File: config.mk
export PLATFORM = sky130hd
export DESIGN_NAME = cache_fill_arbiter
export DESIGN_NICKNAME = d
export VERILOG_FILES = /design/src/rtl/cache_fill_arbiter.sv
export SDC_FILE = /design/constraint.sdc
export NUM_CORES = 1
export LEC_CHECK = 0
export CORE_ASPECT_RATIO = 0.9
export CORE_MARGIN = 10
export CORE_UTILIZATION = 32
export CTS_BUF_LIST = sky130_fd_sc_hd__clkbuf_16
export CTS_CLUSTER_DIAMETER = 100
export CTS_CLUSTER_SIZE = 30
export DETAILED_ROUTE_END_ITERATION = 8
export GPL_TIMING_DRIVEN = 0
export PLACE_DENSITY_LB_ADDON = 0.15
export SLEW_MARGIN = 20
export SYNTH_ARGS = -nofsm -noshare
export SYNTH_HDL_FRONTEND = slang
export SYNTH_SLANG_ARGS = --single-unit
File: constraint.sdc
create_clock -name clk -period 1.71 [get_ports clk]
set_input_delay 0.4275 -clock clk [delete_from_list [all_inputs] [get_ports clk]]
set_output_delay 0.4275 -clock clk [all_outputs]
set_load 0.01 [all_outputs]
File: src/rtl/cache_fill_arbiter.sv
`default_nettype none
// ============================================================================
// Module      : cache_fill_arbiter
// Description : Round-robin arbiter that serves cache block misses from
//               several requesters and sequences block fills from a pipelined
//               word-wide memory into the granted port's cache array.
// Revision    : 1.0 - initial release
// ============================================================================
module cache_fill_arbiter #(
    parameter int NUM_PORTS       = 2,
    parameter int ADDR_W          = 16,
    parameter int DATA_W          = 16,
    parameter int WORDS_PER_BLOCK = 8,
    parameter int WORD_BYTES      = 2
) (
    input  logic                               clk,
    input  logic                               rst,
    input  logic [NUM_PORTS-1:0]               miss_req,
    input  logic [NUM_PORTS*ADDR_W-1:0]        miss_addr,
    output logic [NUM_PORTS-1:0]               stall,
    output logic                               mem_rd,
    output logic [ADDR_W-1:0]                  mem_addr,
    input  logic                               mem_valid,
    input  logic [DATA_W-1:0]                  mem_rdata,
    output logic [NUM_PORTS-1:0]               fill_we,
    output logic [$clog2(WORDS_PER_BLOCK)-1:0] fill_word,
    output logic [DATA_W-1:0]                  fill_data,
    output logic [ADDR_W-1:0]                  fill_base,
    output logic [NUM_PORTS-1:0]               fill_done,
    output logic                               busy
);

    localparam int c_word_w = $clog2(WORDS_PER_BLOCK);
    localparam int c_cnt_w  = c_word_w + 1;
    localparam int c_port_w = (NUM_PORTS > 1) ? $clog2(NUM_PORTS) : 1;
    localparam int c_off_w  = $clog2(WORDS_PER_BLOCK * WORD_BYTES);

    localparam logic [ADDR_W-1:0]   c_align_mask = {ADDR_W{1'b1}} << c_off_w;
    localparam logic [ADDR_W-1:0]   c_word_step  = ADDR_W'(WORD_BYTES);
    localparam logic [c_cnt_w-1:0]  c_words      = c_cnt_w'(WORDS_PER_BLOCK);
    localparam logic [c_cnt_w-1:0]  c_last_word  = c_cnt_w'(WORDS_PER_BLOCK - 1);
    localparam logic [c_port_w-1:0] c_last_port  = c_port_w'(NUM_PORTS - 1);

    typedef enum logic [1:0] {
        IDLE = 2'd0,
        FILL = 2'd1,
        DONE = 2'd2
    } state_t;

    state_t                r_state;
    state_t                w_state_nxt;
    logic [c_port_w-1:0]   r_grant;
    logic [c_port_w-1:0]   r_rr_ptr;
    logic [ADDR_W-1:0]     r_fill_base;
    logic [ADDR_W-1:0]     r_mem_addr;
    logic [c_cnt_w-1:0]    r_issue_cnt;
    logic [c_cnt_w-1:0]    r_rcv_cnt;

    logic                  w_any;
    logic [c_port_w-1:0]   w_sel;
    logic [ADDR_W-1:0]     w_sel_addr;
    logic [NUM_PORTS-1:0]  w_grant_oh;
    logic                  w_grant_now;
    logic                  w_accept;

    // Round-robin pick: scan a doubled request vector starting at the pointer
    // so the first hit in the window [ptr, ptr+NUM_PORTS) wins.
    always_comb begin
        w_any = 1'b0;
        w_sel = '0;
        for (int k = 0; k < 2 * NUM_PORTS; k++) begin
            if (!w_any && (k >= int'(r_rr_ptr)) && (k < int'(r_rr_ptr) + NUM_PORTS)
                && miss_req[k % NUM_PORTS]) begin
                w_any = 1'b1;
                w_sel = c_port_w'(k % NUM_PORTS);
            end
        end
    end

    // Miss address of the port currently winning arbitration.
    always_comb begin
        w_sel_addr = '0;
        for (int p = 0; p < NUM_PORTS; p++) begin
            if (w_sel == c_port_w'(p)) begin
                w_sel_addr = miss_addr[p*ADDR_W +: ADDR_W];
            end
        end
    end

    for (genvar p = 0; p < NUM_PORTS; p++) begin : g_grant_oh
        assign w_grant_oh[p] = (r_grant == c_port_w'(p));
    end

    // State register.
    always_ff @(posedge clk) begin
        if (rst) begin
            r_state <= IDLE;
        end else begin
            r_state <= w_state_nxt;
        end
    end

    // Next-state and strobe decode; responses outside FILL are dropped.
    always_comb begin
        w_state_nxt = r_state;
        w_grant_now = 1'b0;
        w_accept    = 1'b0;
        mem_rd      = 1'b0;
        fill_we     = '0;
        fill_done   = '0;
        case (r_state)
            IDLE: begin
                if (w_any) begin
                    w_grant_now = 1'b1;
                    w_state_nxt = FILL;
                end
            end
            FILL: begin
                mem_rd = (r_issue_cnt < c_words);
                if (mem_valid && (r_rcv_cnt < c_words)) begin
                    w_accept = 1'b1;
                    fill_we  = w_grant_oh;
                    if (r_rcv_cnt == c_last_word) begin
                        w_state_nxt = DONE;
                    end
                end
            end
            DONE: begin
                fill_done   = w_grant_oh;
                w_state_nxt = IDLE;
            end
            default: begin
                w_state_nxt = IDLE;
            end
        endcase
    end

    // Grant capture, address generation and issue/receive counting. The issue
    // address stops advancing on the last word so it holds the final address.
    always_ff @(posedge clk) begin
        if (rst) begin
            r_grant     <= '0;
            r_rr_ptr    <= '0;
            r_fill_base <= '0;
            r_mem_addr  <= '0;
            r_issue_cnt <= '0;
            r_rcv_cnt   <= '0;
        end else if (w_grant_now) begin
            r_grant     <= w_sel;
            r_rr_ptr    <= (w_sel == c_last_port) ? '0 : w_sel + c_port_w'(1);
            r_fill_base <= w_sel_addr & c_align_mask;
            r_mem_addr  <= w_sel_addr & c_align_mask;
            r_issue_cnt <= '0;
            r_rcv_cnt   <= '0;
        end else begin
            if (mem_rd) begin
                r_issue_cnt <= r_issue_cnt + c_cnt_w'(1);
                if (r_issue_cnt != c_last_word) begin
                    r_mem_addr <= r_mem_addr + c_word_step;
                end
            end
            if (w_accept) begin
                r_rcv_cnt <= r_rcv_cnt + c_cnt_w'(1);
            end
        end
    end

    assign mem_addr  = r_mem_addr;
    assign fill_base = r_fill_base;
    assign fill_word = r_rcv_cnt[c_word_w-1:0];
    assign fill_data = mem_rdata;
    assign busy      = (r_state != IDLE);
    assign stall     = miss_req & ~fill_done;

endmodule
`default_nettype wire

; ---- Yosys cells after proc, flatten, opt, wreduce, memory -nomap -nowiden
; Cells that the tools add are included.
[word_totals]
ff_bits = 40
out_inout_bits = 59
elab_cells = 74
[op_classes]
addsub = 5
magnitude_cmp = 7
eq_ne = 7
muxes = 24
bitwise_logic = 3
reduce_logical = 20
[ops]
columns = cell, n
row1 = $mux 16, 4
row2 = $lt 1x32->1 const A, 1
row3 = $lt 2x32->1 const A, 1
row4 = $lt 3x32->1 const A, 1
row5 = $add 16x2->16 const B, 1
row6 = $mux 1, 13
row7 = $mux 2, 6
row8 = $logic_and 1x1->1, 9
row9 = $add 4x1->4 const B, 2
row10 = $lt 4x4->1 const B, 2
row11 = $ne 2x2->1 const B, 3
row12 = $reduce_bool 2->1, 3
row13 = $eq 4x3->1 const B, 1
row14 = $ne 4x3->1 const B, 1
row15 = $pmux 2 s2, 1
row16 = $reduce_and 2->1, 2
row17 = $add 1x2->3 const B, 1
row18 = $logic_not 1->1, 3
row19 = $lt 2x3->1 const A, 1
row20 = $reduce_and 3->1, 1
row21 = $and 2x2->2, 1
row22 = $eq 2x1->1 const B, 1
row23 = $eq 2x2->1 const B, 1
row24 = $logic_not 2->1, 1
row25 = 5 further kinds, 5

; ---- Depth between registers and ports, before layout
; Gate-level depths: netlist of run 1.
[logic_depth]
depth_word = 21
ltp_mapped = 8
depth_no_buf = 6

; ---- Worst setup path after synthesis of run 1
; Ideal clock, no wire load.
[synth_path]
path_type = register to register
start = reg r_state[0]
end = reg r_mem_addr[13] (netlist: mem_addr[13])
setup_time_ps = 136
t_arrival_ps = 1566
t_required_ps = 1574
path_slack_ps = 8
stages_incl_launch_ff = 8
n_path_buf = 2
synth_period_minus_slack_ps = 1702
cell_sequence = dfxtp_1 > nor3b_2 > and2_0 > buf_2 > buf_4 > nand4_1 > a21oi_2 > nor4_2
[synth_via]
elab_chain_cells = 4
[synth_rtl]
columns = element, line_no
row1 = start: declaration, 50  ; state_t r_state;
row2 = start signal: assignment, 99  ; r_state <= w_state_nxt;
row3 = $eq 2x1->1, 111  ; case (r_state)
row4 = $mux 1, 111
row5 = net mem_rd, 21  ; output logic mem_rd,
row6 = $reduce_bool 2->1 (no line), --
row7 = $reduce_and 2->1 (no line), --
row8 = end signal: assignment, 152  ; r_mem_addr <= w_sel_addr & c_align_mask;
row9 = end signal: assignment, 159  ; r_mem_addr <= r_mem_addr + c_word_step;
row10 = end: declaration, 55  ; logic [ADDR_W-1:0] r_mem_addr;
; The timed path passes the listed nets, and every way through them passes these cells.
; A chain may end at the register's enable or synchronous reset.

; ---- Worst setup path in the final report of run 1
[layout_path]
start = reg r_state[0]
end = out fill_we[1]
[layout_via]
elab_chain_cells = 2
[layout_rtl]
columns = element, line_no
row1 = $eq 2x1->1, 111
row2 = $mux 2, 111
row3 = end: declaration, 25  ; output logic [NUM_PORTS-1:0] fill_we,
; Every way passes these cells.

==> reports/results.ini, run 1 <==
[outcome]
status = finished with violations
violations = negative setup slack

[clock_tree]
clock_path_buffers = 2
cts.htree.levels = 2
clock-sinks = 39
cts_tree = done
path_clk_slew_ns = 0.06
insertion_delay_ns = 0.28
cts_root_buf = clkbuf_16
cts_buffers = 5

[timing]
clock_skew_ns = 0.00578
timing.hold.ws_ns = 0.458
layout_min_cycle_time_ns = 1.73
maxSlewViolCount = 0
rsz0062_at_grt = yes
setup_tns_ns = -0.0371
worstMarginPinSlew_ns = 0.509
post-route-period-util = 1.01
worst_slack_ns = -0.0196
setup_viol = 2
hold_violations = 0
maxSlewHeadroom = 0.661
fmax_ghz = 0.578

[routing]
wire_per_inst_um = 15.9
wl_mm = 7.24
vias = 2202
first_pass_iters = 4
route.detailed.drc = 0
dr.first_iter.drc_count = 149
viasPerCell = 4.84
ant_nets = 0

[critical_path]
critical_path_buf_inv_count = 1
crit_chain = nor2b_4, and3b_2, and2_1, buf_2
cp_max_fo = 7
cp.arrival_ns = 1.30
cpPeakStageDelay_ns = 0.38
cp-start-kind = register
cpMaxStageDelayCell = dfxtp_4
required_ns = 1.28
path_delay_family = simple AND/OR/NAND/NOR gates
path_class = reg -> out
cp-end-kind = output port
timing.rr.start = r_state[0]
critPathLaunch = r_state[0]

[die]
io_pins = 112
coreArea_sq_um = 6590
die_area_sq_um = 10500
row_count = 28
initial_utilization = 0.330
die_w_um = 107
fp.dieH_um = 98.2

[synth]
synth_mux_area_frac = 0.0184
syn_inst = 249
yosys.area_share.simple = 0.219
synth_compound_area_frac = 0.236
ys.warnings.count = 0
syn_avg_cell_area_sq_um = 8.72
synth_seq_cells = 39
synth-xor-area-share = 0.0242
ys_types = 52
syn_area_sq_um = 2170
ys.flop_type = dfxtp_1
synth_top_family_by_area = compound AO/OA/AOI/OAI gates
synth_fa_ha_area_frac = 0.0173
synth_edf_count = 0
ys_seq_area_frac = 0.359
synthArstFlopShare = 0

[global_routing]
grt_pass1_wl_mm = 11.2
grt_start_max_net_pins = 12
grt_pass1_vias = 2143
antenna_found_initial = 0
grt_usage = 0.130
overflow = 0

[final_layout]
drive_above_1_share = 0.337
instances_no_fill = 455
fillers = 612
mostFrequentLayoutCell = clkdlybuf4s50_1
finish.utilization = 0.550
nNetsFinal = 420
syn2layout_area_growth_pct = 66.9
final_cell_mix = clkdlybuf4s50_1 (61), buf_4 (42), nor2_1 (34), dfxtp_1 (27), a21oi_1 (19)
n_antenna_cell = 0
stdcell_area_sq_um = 3620

[hold_path]
hold_start = fill_base[15]
min_path_type = reg -> reg

[place]
dp_hpwl_mm = 5.23
gp_congestion = 0.791
port_buffers = 82
pre_cts_slack_ns = -0.758
placed_cell_area_sq_um = 3120
dp_cells = 425

[pwr]
ir_worst_vdd_uv = 382
total_leakage_power_nw = 1.58
p_per_area_nw_per_um2 = 737
p_total_mw = 2.67

[run]
drv_cap = 0

==> area by class of cell <==
class	instances	area, sq um	area share
plain buffers	36	277	0.0763
multi-input cells	173	1270	0.352
clock buffers	5	125	0.0345
inverters	3	11.3	0.00311
flip-flops and latches	39	801	0.221
repair buffers	106	1010	0.279
clock inverters	3	12.5	0.00345
well taps	90	113	0.0311
==> routing by layer <==
layer  part of all wire  global-route usage  vias up
met3               0.11              0.0631        2
met4             0.0057              0.0343        0
li1                   -                   -     1092
met5                  0                   0        -
met1               0.48               0.170     1010
met2               0.41               0.186       98
==> final timing paths <==
| path | slack, ns | endpoint | cells after the start |
|---|---|---|---|
| max reg2reg | 0.01 | mem_addr[8] | 6 |
| max | -0.02 | fill_we[1] | 4 |
| min reg2reg | 0.46 | fill_base[15] | 2 |
| min | 0.46 | fill_base[15] | 2 |
==> logic make-up after synthesis <==
logic type | count (synthesis)
AOI/OAI and AO/OA | 61
xor gates and xnor gates | 6
adders and majority gates | 3
buffers and inverters | 41
DFF | 39
muxes | 4
other | 1
and+or+nand+nor | 94
==> report_power, final <==
part / internal, mW / switching (mW) / leakage [nW]
Combinational: 0.434 / 0.332 / 1.18
Clock: 0.527 / 0.362 / 0.0762
Sequential: 0.963 / 0.0535 / 0.324
Total: 1.92 / 0.748 / 1.58
==> sequential cells by signal, summed over array words and instances (netlist names) <==
| name | count |
|---|---|
| mem_addr | 15 |
| r_rcv_cnt | 4 |
| r_rr_ptr | 1 |
| fill_base | 12 |
| r_issue_cnt | 4 |
| r_state | 2 |
| r_grant | 1 |
==> synth_stat cells (2+ instances only) <==
| cell | number | share of area |
|---|---|---|
| a211oi_1 | 2 | 0.0069 |
| a311oi_1 | 2 | 0.0081 |
| a21oi_4 | 2 | 0.015 |
| a22o_1 | 4 | 0.016 |
| buf_6 | 2 | 0.010 |
| nand2_1 | 16 | 0.028 |
| dfxtp_1 | 39 | 0.36 |
| a222oi_1 | 2 | 0.0092 |
| a21boi_1 | 3 | 0.010 |
| a22o_4 | 3 | 0.024 |
| and3b_1 | 2 | 0.0081 |
| mux2i_1 | 4 | 0.018 |
| a22oi_2 | 2 | 0.012 |
| nor2b_1 | 4 | 0.012 |
| nor4_1 | 3 | 0.0086 |
| and2_1 | 2 | 0.0058 |
| buf_2 | 2 | 0.0046 |
| o21ai_1 | 2 | 0.0046 |
| or3b_1 | 2 | 0.0081 |
| a21oi_1 | 21 | 0.048 |
| buf_4 | 26 | 0.090 |
| xor2_1 | 3 | 0.012 |
| xnor2_1 | 3 | 0.012 |
| a2111oi_2 | 3 | 0.021 |
| nor3_1 | 4 | 0.0092 |
| clkbuf_1 | 8 | 0.014 |
| ha_1 | 3 | 0.017 |
| nor2_1 | 35 | 0.060 |
| a41oi_1 | 2 | 0.0081 |
| a22oi_1 | 2 | 0.0069 |
| a211oi_2 | 2 | 0.012 |
| nand3_1 | 8 | 0.018 |
| a31oi_1 | 2 | 0.0058 |
| and3_1 | 4 | 0.012 |
| nand4_1 | 6 | 0.017 |
| inv_1 | 3 | 0.0052 |
==> tightest hold or removal path, cell delays in order, from the launching register on <==
cell	delay (ns)
dfxtp_1	0.31
nand2_1	0.05
a21oi_1	0.05
==> timing repair <==
item                                    4_1_cts  5_1_grt
gates resized for setup                      63       43
hold buffers                                  0        0
gates cloned                                  3        0
pin swaps                                     8       20
setup buffers                                11       10
endpoints found under the setup margin       57       35
No activity file was read; power rests on OpenSTA's default activity.
==> run 2: changes to the inputs <==
Settings changed: RECOVER_POWER set to 25.
==> run 2 against run 1 <==
Compared with the run above:
- the flow still finishes with violations (negative setup slack)
- wire length up 0.14%
- sequential power about the same
- design area shrank 0.59%
- count of clock-buffer cells in the layout stayed put
- largest cell class is now multi-input combinational cells
- total power decreased by 0.29%
- worst setup slack about the same
- first-iteration DRC count grew 8.1%
- critical endpoint unchanged
- critical path depth is the same
==> reports/results.ini, run 2 (synthesis gave the netlist of run 1 again) <==
[timing]
maxSlewHeadroom = 0.657  ; -0.00331
worstMarginPinSlew_ns = 0.514  ; +0.00496 ns
rsz0062_at_grt = yes
worst_slack_ns = -0.0192  ; +0.000435 ns
fmax_ghz = 0.578  ; about the same
clock_skew_ns = 0.00589  ; +0.000103 ns
hold_violations = 0  ; unchanged
layout_min_cycle_time_ns = 1.73  ; -0.000435 ns
setup_viol = 2  ; unchanged
maxSlewViolCount = 0  ; unchanged
post-route-period-util = 1.01  ; about the same

[critical_path]
cp-start-kind = register
timing.rr.start = r_state[0]
path_class = reg -> out
worstRegToRegCells = 6  ; unchanged
cpMaxStageDelayCell = dfxtp_4
timing.rr.end = mem_addr[8]
cp.arrival_ns = 1.30  ; about the same
cp-end-kind = output port
cp_max_fo = 7  ; unchanged
crit_chain = nor2b_4, and3b_2, and2_1, buf_2
required_ns = 1.28  ; about the same
rrSetupSlack_ns = 0.01  ; about the same
cpPeakStageDelay_ns = 0.38  ; about the same

[global_routing]
grtUsageMet2 = 0.186  ; unchanged
grt_start_max_net_pins = 12  ; unchanged
overflow = 0  ; unchanged
busiest_layer = met2
grt_pass1_vias = 2143  ; unchanged
antenna_found_initial = 0  ; unchanged
grt_usage = 0.130  ; unchanged
met3_usage = 0.0631  ; unchanged
use_met1 = 0.170  ; unchanged
grt_pass1_wl_mm = 11.2  ; unchanged

[outcome]
status = finished with violations
violations = negative setup slack

[die]
die_w_um = 107  ; unchanged
coreArea_sq_um = 6590  ; unchanged
initial_utilization = 0.330  ; unchanged
row_count = 28  ; unchanged
io_pins = 112  ; unchanged
fp.dieH_um = 98.2  ; unchanged
die_area_sq_um = 10500  ; unchanged

[clock_tree]
clock-sinks = 39  ; unchanged
cts_tree = done
cts_buffers = 5  ; unchanged
path_clk_slew_ns = 0.06  ; about the same
insertion_delay_ns = 0.28  ; about the same
cts.htree.levels = 2  ; unchanged
clock_path_buffers = 2  ; unchanged
cts_root_buf = clkbuf_16

[place]
gp_congestion = 0.791  ; unchanged
port_buffers = 82  ; unchanged
pre_cts_slack_ns = -0.758  ; unchanged
dp_hpwl_mm = 5.23  ; unchanged
placed_cell_area_sq_um = 3120  ; unchanged

[final_layout]
largest_reg_flops = 15  ; unchanged
stdcell_area_sq_um = 3600  ; -0.59%
final_cell_mix = clkdlybuf4s50_1 (51), buf_4 (42), nor2_1 (34), dfxtp_1 (29), a21oi_1 (19)
nNetsFinal = 420  ; unchanged
mostFrequentLayoutCell = clkdlybuf4s50_1
syn2layout_area_growth_pct = 65.9
n_antenna_cell = 0  ; unchanged
drive_above_1_share = 0.332  ; -0.00548

[pwr]
ir_worst_vdd_uv = 381  ; -0.27%
p_sw_frac = 0.280  ; +0.000451
pwr-share-seq = 0.382  ; +0.002
total_leakage_power_nw = 1.49  ; -5.7%
p_per_area_nw_per_um2 = 739  ; +0.30%
p_sw_uw = 747  ; -0.13%
p_int_mw = 1.92  ; -0.35%
power_frac_comb = 0.285  ; -0.002
p_total_mw = 2.66  ; -0.29%
p_clk_frac = 0.334  ; about the same

[routing]
dr.first_iter.drc_count = 161  ; +8.1%
first_pass_iters = 4  ; unchanged
route.detailed.drc = 0  ; unchanged
viasPerCell = 4.88  ; +0.77%
vias = 2219  ; +0.77%
wl_mm = 7.25  ; +0.14%
ant_nets = 0  ; unchanged
wire_per_inst_um = 15.9  ; +0.14%

[hold_path]
min_path_type = reg -> reg
whs_endpoint = fill_base[15]
hold_depth = 2  ; unchanged
hold_start = fill_base[15]

[run]
drv_cap = 0  ; unchanged

[run 2: metrics by stage]
stage	hold WS [ns]	TNS, ns	std cells	util
6_report	0.458	-0.0362	455	0.547
3_5_place_dp	0.450	-22.77	425	0.474
3_3_place_gp	0.443	-22.35	425	0.474
2_1_floorplan	0.446	0	253	-
5_1_grt	0.482	-0.447	455	0.547
4_1_cts	0.459	-0.0519	445	0.518
[run 2: critical path, delay by kind of cell, from the launching register on]
family | cells | cell delay [ns]
AND/OR/NAND/NOR | 3 | 0.52
flip-flops | 1 | 0.38
buffers and inverters | 1 | 0.13
[run 2: layer usage]
metal  routed length, um  vias up
met2                2930      104
met4                  41        0
li1                    -     1094
met5                   0        -
met1                3470     1019
met3                 807        2
[run 2: power groups by stage]
stage               Combinational, mW  Sequential (mW)  Clock, mW
CTS                             0.693             1.01      0.910
finish                          0.758             1.02      0.888
global route                    0.820             1.02      0.951
detailed placement              0.636             1.03          0
global placement                0.631             1.03          0
floorplan                       0.327             1.04          0
[run 2: worst max-delay path by stage]
stage                from           end  cells past startpoint
6_report       r_state[0]    fill_we[1]                      4
3_3_place_gp    mem_valid    fill_we[0]                      5
4_1_cts        r_state[0]    fill_we[0]                      4
3_5_place_dp    mem_valid    fill_we[1]                      5
2_1_floorplan  r_state[0]  mem_addr[13]                      7
5_1_grt        r_state[0]    fill_we[0]                      4
[run 2: repair_timing]
action                                  CTS  global route
endpoints found under the setup margin   57            35
cloned                                    3             0
hold endpoints to repair                  0             0
resized for setup                        63            43
hold buffers                              0             0
pin swaps                                 8            20
setup buffers                            11            10
[run 2: area by class of cell]
type | instances | area (sq um)
plain buffers | 36 | 277
clock buffers | 5 | 125
clock inverters | 3 | 12.5
fillers | 620 | 2980
inverters | 3 | 11.3
multi-input cells | 173 | 1270
flip-flops and latches | 39 | 798
well taps | 90 | 113
repair buffers | 106 | 992
==> run 3: changes to the inputs <==
Settings changed: CORE_UTILIZATION 32 to 36.
==> run 3 against run 2 <==
Compared with the run above:
- the run still ends with negative setup slack left
- worst hold slack lost 0.0037 ns
- design area increased by 0.97%
- first-iteration DRC count rose by 14%
- cell count shrank 3.7%
- register-to-register slack worse by 0.06 ns
- die area down 9.0%
- utilization grew 8.5 points
- critical endpoint is now mem_addr[15]
- highest routed layer unchanged
==> reports/results.ini, run 3 (synthesis gave the netlist of run 1 again) <==
[final_layout]
syn2layout_area_growth_pct = 67.5
largest_reg_flops = 15  ; unchanged
stdcell_area_sq_um = 3640  ; +0.97%
instances_no_fill = 438  ; -3.7%
nNetsFinal = 423  ; +0.71%
n_antenna_cell = 0  ; unchanged
final_cell_mix = clkdlybuf4s50_1 (50), buf_4 (44), nor2_1 (34), dfxtp_1 (27), a21oi_1 (18)
finish.utilization = 0.632  ; +0.0848
mostFrequentLayoutCell = clkdlybuf4s50_1
drive_above_1_share = 0.340  ; +0.00817

[clock_tree]
ctsHoldBuffers = 0  ; unchanged
insertion_delay_ns = 0.28  ; about the same
cts_root_buf = clkbuf_16
path_clk_slew_ns = 0.06  ; about the same
cts.htree.levels = 2  ; unchanged
cts_buffers = 5  ; unchanged
clock-sinks = 39  ; unchanged
cts_tree = done
clock_path_buffers = 2  ; unchanged

[critical_path]
path_class = reg -> reg
cp_max_fo = 7  ; unchanged
required_ns = 1.90  ; +0.62 ns
critPathLaunch = r_state[0]
cp-start-kind = register
rrSetupSlack_ns = -0.05  ; -0.06 ns
crit_path_end = mem_addr[15]
timing.rr.start = r_state[0]
cp-end-kind = register
worstRegToRegCells = 7  ; +1
timing.rr.end = mem_addr[15]
cp.arrival_ns = 1.94  ; +0.64 ns

[pwr]
total_leakage_power_nw = 1.51  ; +0.89%
ir_worst_vdd_uv = 435  ; +14%
p_per_area_nw_per_um2 = 783  ; +5.9%
p_total_mw = 2.85  ; +6.9%

[place]
port_buffers = 82  ; unchanged
placed_cell_area_sq_um = 3100  ; -0.80%
pre_cts_slack_ns = -0.751  ; +0.00708 ns
gp_congestion = 0.877  ; +11%
dp_hpwl_mm = 5.14  ; -1.7%
dp_cells = 405  ; -4.7%

[die]
fp.dieH_um = 93.7  ; -4.6%
initial_utilization = 0.377  ; +0.0474
die_w_um = 102  ; -4.7%
die_area_sq_um = 9540  ; -9.0%
io_pins = 112  ; unchanged
coreArea_sq_um = 5760  ; -13%
row_count = 26  ; -7.1%

[global_routing]
grt_usage = 0.144  ; +0.0139
antenna_found_initial = 0  ; unchanged
grt_pass1_wl_mm = 11.0  ; -1.4%
grt_pass1_vias = 2192  ; +2.3%
grt_start_max_net_pins = 14  ; +2
overflow = 0  ; unchanged

[routing]
vias = 2279  ; +2.7%
ant_nets = 0  ; unchanged
wire_per_inst_um = 16.7  ; +4.9%
dr.first_iter.drc_count = 183  ; +14%
wl_mm = 7.32  ; +0.98%
first_pass_iters = 5  ; +1
route.detailed.drc = 0  ; unchanged
viasPerCell = 5.20  ; +6.7%

[outcome]
violations = negative setup slack
status = finished with violations

[timing]
maxSlewViolCount = 0  ; unchanged
post-route-period-util = 1.03  ; +0.0154
setup_tns_ns = -0.120  ; -0.0841 ns
maxSlewHeadroom = 0.648  ; -0.00969
clock_skew_ns = 0.00576  ; -0.000128 ns
worstMarginPinSlew_ns = 0.529  ; +0.0145 ns
worst_slack_ns = -0.0455  ; -0.0263 ns
rsz0062_at_grt = yes
layout_min_cycle_time_ns = 1.76  ; +0.0263 ns
hold_violations = 0  ; unchanged
setup_viol = 5  ; +3
timing.hold.ws_ns = 0.454  ; -0.00366 ns
fmax_ghz = 0.570  ; -1.5%

[run]
drv_cap = 0  ; unchanged

[hold_path]
hold_start = fill_base[15]
min_path_type = reg -> reg

[run 3: worst min-delay path by stage]
stage	cells after the start	to	slack, ns
2_1_floorplan	2	r_rcv_cnt[3]	0.45
3_3_place_gp	2	fill_base[8]	0.44
3_5_place_dp	2	fill_base[15]	0.45
4_1_cts	2	fill_base[15]	0.45
5_1_grt	2	fill_base[8]	0.48
6_report	2	fill_base[15]	0.45
[run 3: report_power, final]
part	switching, mW	leakage [nW]	internal, mW
sequential	0.0553	0.324	0.963
clock	0.375	0.0838	0.688
combinational	0.332	1.10	0.435
total	0.763	1.51	2.09
[run 3: critical path, cell delays in order, from the launching register on]
cell and delay, ns:
dfxtp_4 0.37, or3b_4 0.42, a21oi_4 0.15, buf_6 0.14
buf_8 0.12, buf_4 0.11, a22oi_2 0.08, a2111oi_2 0.28
[run 3: what timing repair did]
item	CTS	global route
setup endpoints to repair	56	32
gates cloned	2	1
gates resized for setup	62	40
buffers inserted	12	12
pin swaps	6	20
[run 3: final cells by class]
| type | instances | area [sq um] |
|---|---|---|
| clock inverter | 3 | 43.8 |
| inverter | 3 | 11.3 |
| clock buffer | 5 | 125 |
| buffer | 36 | 279 |
| multi-input combinational | 173 | 1250 |
| timing repair buffer | 109 | 1040 |
| tap | 70 | 87.6 |
| sequential | 39 | 801 |
| fill | 491 | 2120 |
[run 3: routing by layer]
layer  vias to the layer above  GRT usage  share of wire
met4                         0     0.0493          0.011
met2                       124      0.214           0.42
met1                      1040      0.178           0.43
met5                         -          0              0
li1                       1107          -              -
met3                         8     0.0699           0.14
